File: src/rtl/mem_arbiter.sv
`timescale 1ns/1ps
// Fetch/data arbiter in front of a single-port unified memory: one outstanding
// transaction at a time, with DM priority, IF anti-starvation and a bus timeout.
module mem_arbiter #(
    parameter int TIMEOUT = 16
) (
    input  logic        clk,
    input  logic        reset,
    input  logic        if_req,
    input  logic [31:0] if_addr,
    output logic [31:0] if_rdata,
    output logic        if_ready,
    input  logic        dm_req,
    input  logic        dm_we,
    input  logic [31:0] dm_addr,
    input  logic [31:0] dm_wdata,
    output logic [31:0] dm_rdata,
    output logic        dm_ready,
    output logic        mem_req,
    output logic        mem_we,
    output logic [31:0] mem_addr,
    output logic [31:0] mem_wdata,
    input  logic [31:0] mem_rdata,
    input  logic        mem_ack,
    output logic        bus_err
);

    localparam int WAIT_W = (TIMEOUT > 1) ? $clog2(TIMEOUT) : 1;
    localparam logic [WAIT_W-1:0] WAIT_LAST = WAIT_W'(TIMEOUT - 1);

    typedef enum logic [1:0] {IDLE, BUSY, DONE} state_t;

    state_t              state;
    state_t              state_nxt;
    logic                owner_dm;
    logic [1:0]          dm_cnt;
    logic [WAIT_W-1:0]   wait_cnt;
    logic                err;
    logic                lat_we;
    logic [31:0]         lat_addr;
    logic [31:0]         lat_wdata;

    logic grant;
    logic grant_if;
    logic busy;
    logic done;
    logic expired;

    assign busy     = (state == BUSY);
    assign done     = (state == DONE);
    assign grant    = if_req || dm_req;
    // IF takes the grant when alone, or once DM has won twice in a row over it
    assign grant_if = if_req && (!dm_req || (dm_cnt == 2'd2));
    assign expired  = busy && !mem_ack && (wait_cnt == WAIT_LAST);

    always_ff @(posedge clk or negedge reset) begin
        if (!reset) begin
            state <= IDLE;
        end else begin
            state <= state_nxt;
        end
    end

    always_comb begin
        state_nxt = state;
        case (state)
            IDLE:    if (grant) state_nxt = BUSY;
            BUSY:    if (mem_ack || expired) state_nxt = DONE;
            DONE:    state_nxt = IDLE;
            default: state_nxt = IDLE;
        endcase
    end

    always_ff @(posedge clk or negedge reset) begin
        if (!reset) begin
            owner_dm <= 1'b0;
            dm_cnt   <= 2'd0;
            wait_cnt <= '0;
            err      <= 1'b0;
            if_rdata <= '0;
            dm_rdata <= '0;
        end else begin
            if (state == IDLE && grant) begin
                owner_dm <= !grant_if;
                wait_cnt <= '0;
                err      <= 1'b0;
                if (grant_if) begin
                    dm_cnt <= 2'd0;
                end else if (if_req && dm_cnt != 2'd2) begin
                    dm_cnt <= dm_cnt + 2'd1;
                end
            end else if (busy) begin
                if (mem_ack) begin
                    if (!lat_we) begin
                        if (owner_dm) dm_rdata <= mem_rdata;
                        else          if_rdata <= mem_rdata;
                    end
                end else if (expired) begin
                    err <= 1'b1;
                    if (owner_dm) dm_rdata <= '0;
                    else          if_rdata <= '0;
                end else begin
                    wait_cnt <= wait_cnt + 1'b1;
                end
            end
        end
    end

    // Request payload is pure data; the outputs below are gated by BUSY
    always_ff @(posedge clk) begin
        if (state == IDLE && grant) begin
            lat_we    <= grant_if ? 1'b0 : dm_we;
            lat_addr  <= grant_if ? if_addr : dm_addr;
            lat_wdata <= grant_if ? 32'd0 : dm_wdata;
        end
    end

    assign mem_req   = busy;
    assign mem_we    = busy && lat_we;
    assign mem_addr  = busy ? lat_addr : 32'd0;
    assign mem_wdata = busy ? lat_wdata : 32'd0;
    assign if_ready  = done && !owner_dm;
    assign dm_ready  = done && owner_dm;
    assign bus_err   = done && err;

endmodule

File: config.mk
export PLATFORM = sky130hd
export DESIGN_NAME = mem_arbiter
export DESIGN_NICKNAME = d
export VERILOG_FILES = /design/src/rtl/mem_arbiter.sv
export SDC_FILE = /design/constraint.sdc
export NUM_CORES = 1
export LEC_CHECK = 0
export CAP_MARGIN = 10
export CORE_MARGIN = 5
export CORE_UTILIZATION = 42
export CTS_CLUSTER_DIAMETER = 30
export DETAILED_ROUTE_END_ITERATION = 8
export MAX_ROUTING_LAYER = met4
export PLACE_DENSITY = 0.81
export SYNTH_ARGS = -nofsm -noshare
export SYNTH_HDL_FRONTEND = slang
export SYNTH_SLANG_ARGS = --single-unit
File: constraint.sdc
create_clock -name clk -period 3.31 [get_ports clk]
set_input_delay 0.662 -clock clk [delete_from_list [all_inputs] [get_ports clk]]
set_output_delay 0.662 -clock clk [all_outputs]
set_load 0.02 [all_outputs]
==> flow_summary.yaml <==
clock_tree:
  clock_path_buffers: 2
  cts_tree: "built"
  clk_pin_slew_ns: 0.05
  ctsRootBufferMaster: "clkbuf_16"
  clock_latency_ns: 0.40
  htree_levels: 4
  cts_buffers: 17
  clock-sinks: 139
status:
  outcome: "finished clean"
routing:
  first_pass_iters: 4
  final_antenna_net_count: 0
  via_per_inst: 5.14
  routed_wl_um: 17000
  vias: 4464
  drc: 0
  drt_iter0_drc: 256
  wl_per_cell_um: 19.6
cells_and_area:
  multi_input_area_um2: 1840
  seq_area_um2: 3800
  diodes: 0
  fin_util_pct: 66.6
  num-nets-final: 811
  drive_gt1_share_pct: 11.0
  nFillCells: 1001
  area_growth_pct: 57.3
logic_synthesis:
  yosysMostFrequentCell: "and2_1"
  syn_nets: 544
  synth_cell_types: 33
  async_flop_share_pct: 53.2
  syn_area_um2: 5840
  avgSynthCellArea_um2: 14.3
  ys_seq_area_share_pct: 65.2
  yosys_most_used_dff: "dfrtp_1"
  synth_area_leader_cell: "edfxtp_1"
  synthCells: 408
  synthTopCellsByCount: "and2_1 (98), dfrtp_1 (74), edfxtp_1 (65)"
  yosysWarnings: 0
  synth_top_area_share_pct: 33.4
  synth_edf_count: 65
  yosys_register_bits: 139
  ys_top_cells_by_area: "edfxtp_1 (33%), dfrtp_1 (32%), and2_1 (11%), a22o_1 (9.6%), mux2_2 (6.8%)"
timing:
  tns_ns: 0
  worstMarginPinSlew_ns: 0.828
  drv_slew: 0
  fin_skew_ns: 0.00678
  slew_headroom_pct: 44.8
  finalSetupViolCount: 0
  clock.fmax_ghz: 0.320
  grt_setup_unrepaired: "no"
  final.min_clock_period_ns: 3.13
  period_share_pct: 94.5
  hold_viol: 0
critical_path:
  worst_path_max_delay_cell: "clkdlybuf4s50_1"
  cp_data_arrival_time_ns: 2.47
  cp_slowest_stage_delay_ns: 0.64
  cp_cell_sequence: "nand2b_1, inv_6, and2_1, clkdlybuf4s50_1"
  worstPathRequired_ns: 2.65
  cp-start-kind: "flip-flop"
  crit_path_end_kind: "primary output"
  cp_top_family: "buffers and inverters"
  crit_buf_inv: 2
  criticalPathCategory: "reg2out"
  path_max_fanout: 72
floorplanning:
  die_width_um: 128
  num_rows: 43
  die_h_um: 128
  io-pin-count: 267
  start_util_pct: 42.4
  die-area_um2: 16400
  core-area_um2: 13800
power:
  peakVddDrop_v: 0.000516
  cellPowerDensity_nw_per_um2: 906
  p_leak_nw: 3.70
place:
  port_buffers: 266
  hpwl_um: 12300
  routabilityCongestion: 0.860
grt:
  grt_pass1_vias: 4876
  overflow: 0
  grt_max_degree: 73
  grt_pass1_wl_um: 26000
  grt.total_usage_pct: 21.3
  grt_antenna_before_repair: 0
hold_path:
  hold_path.class: "in2async"
job:
  cap_violations: 0
## placed cells by master, fill, tap and decap left out, drive strengths merged, types with 2 or more instances in the layout
| cell | synthesis | layout |
|---|---|---|
| a21oi | 4 | 4 |
| a22o | 64 | 64 |
| and2 | 98 | 98 |
| and3b | 2 | 2 |
| buf | 17 | 11 |
| bufinv | 0 | 2 |
| clkbuf | 11 | 22 |
| clkdlybuf4s50 | 0 | 265 |
| clkinv | 0 | 6 |
| clkinvlp | 0 | 2 |
| dfrtp | 74 | 74 |
| edfxtp | 65 | 65 |
| ha | 2 | 2 |
| inv | 3 | 3 |
| mux2 | 35 | 35 |
| nand2 | 3 | 3 |
| nand2b | 3 | 3 |
| nand3 | 4 | 4 |
| nor2 | 5 | 5 |
| o21ai | 4 | 4 |
## final timing paths
| kind | from | endpoint | slack (ns) | cells past startpoint |
|---|---|---|---|---|
| max | state[1] | mem_wdata[1] | 0.18 | 4 |
| min | reset | if_rdata[20] | 0.36 | 1 |
| max reg2reg | dm_cnt[0] | lat_wdata[16] | 1.08 | 7 |
| min reg2reg | err | err | 0.49 | 1 |
| max in group asynchronous | reset | if_rdata[24] | 2.14 | 2 |
| min in group clk | err | err | 0.49 | 1 |
## area by class of cell
cell class | instances | share of cell area, %
clock buffers | 22 | 4.84
multi-input cells | 238 | 20.1
repair buffers | 276 | 29.9
inverters | 3 | 0.177
clock inverters | 10 | 1.09
well taps | 180 | 2.45
flip-flops and latches | 139 | 41.4
## report_power, final
part           internal (mW)  switching (mW)
clock network           1.09           0.653
registers               2.54           0.331
logic                   1.82            1.88
total                   5.45            2.87
## through the flow
step	hold WS (ns)	instance area (um^2)	power (mW)	cells	worst slack, ns
finish	0.361	9180	8.32	868	0.182
global route	0.419	9180	8.71	868	0.0616
CTS	0.369	9180	8.42	868	0.0532
detailed placement	0.480	8630	6.61	836	0.498
global placement	0.470	8630	6.52	836	0.565
floorplan	0.366	5840	4.74	408	0.615
## routing by layer
metal	vias to the layer above	wire length, um	GRT usage (%)
met5	-	0	-
met4	0	313	7.37
met3	27	1340	6.33
met2	212	8630	35.3
met1	2201	6750	24.8
li1	2024	-	-
## flip-flops by register name, indices dropped and copies added, names as in the netlist
register   cells
dm_cnt         2
wait_cnt       4
err            1
lat_we         1
lat_wdata     32
state          2
owner_dm       1
dm_rdata      32
if_rdata      32
lat_addr      32
## worst reg2reg max path, stage by stage (launching register included)
cell and delay [ns]:
dfrtp_1 0.39, inv_1 0.07, ha_1 0.13, nand2b_1 0.16, nand2_2 0.47, buf_4 0.37
buf_4 0.20, and2_1 0.19
## kinds of logic (layout without fill, tap and decap cells)
| kind of cell | Yosys count | after routing | synth area share [%] |
|---|---|---|---|
| and+or+nand+nor | 124 | 124 | 13.4 |
| adders and majority gates | 2 | 2 | 0.429 |
| muxes | 36 | 36 | 6.92 |
| DFF | 139 | 139 | 65.2 |
| buffers and inverters | 31 | 311 | 3.28 |
| AOI/OAI and AO/OA | 76 | 76 | 10.8 |
## repair_timing
action | 4_1_cts | 5_1_grt
resized for setup | 0 | 1
endpoints found under the hold margin | 0 | 0
buffers inserted | 0 | 0
setup endpoints to repair | 0 | 31
hold buffers | 0 | 0
(Power assumes the default switching activity.)
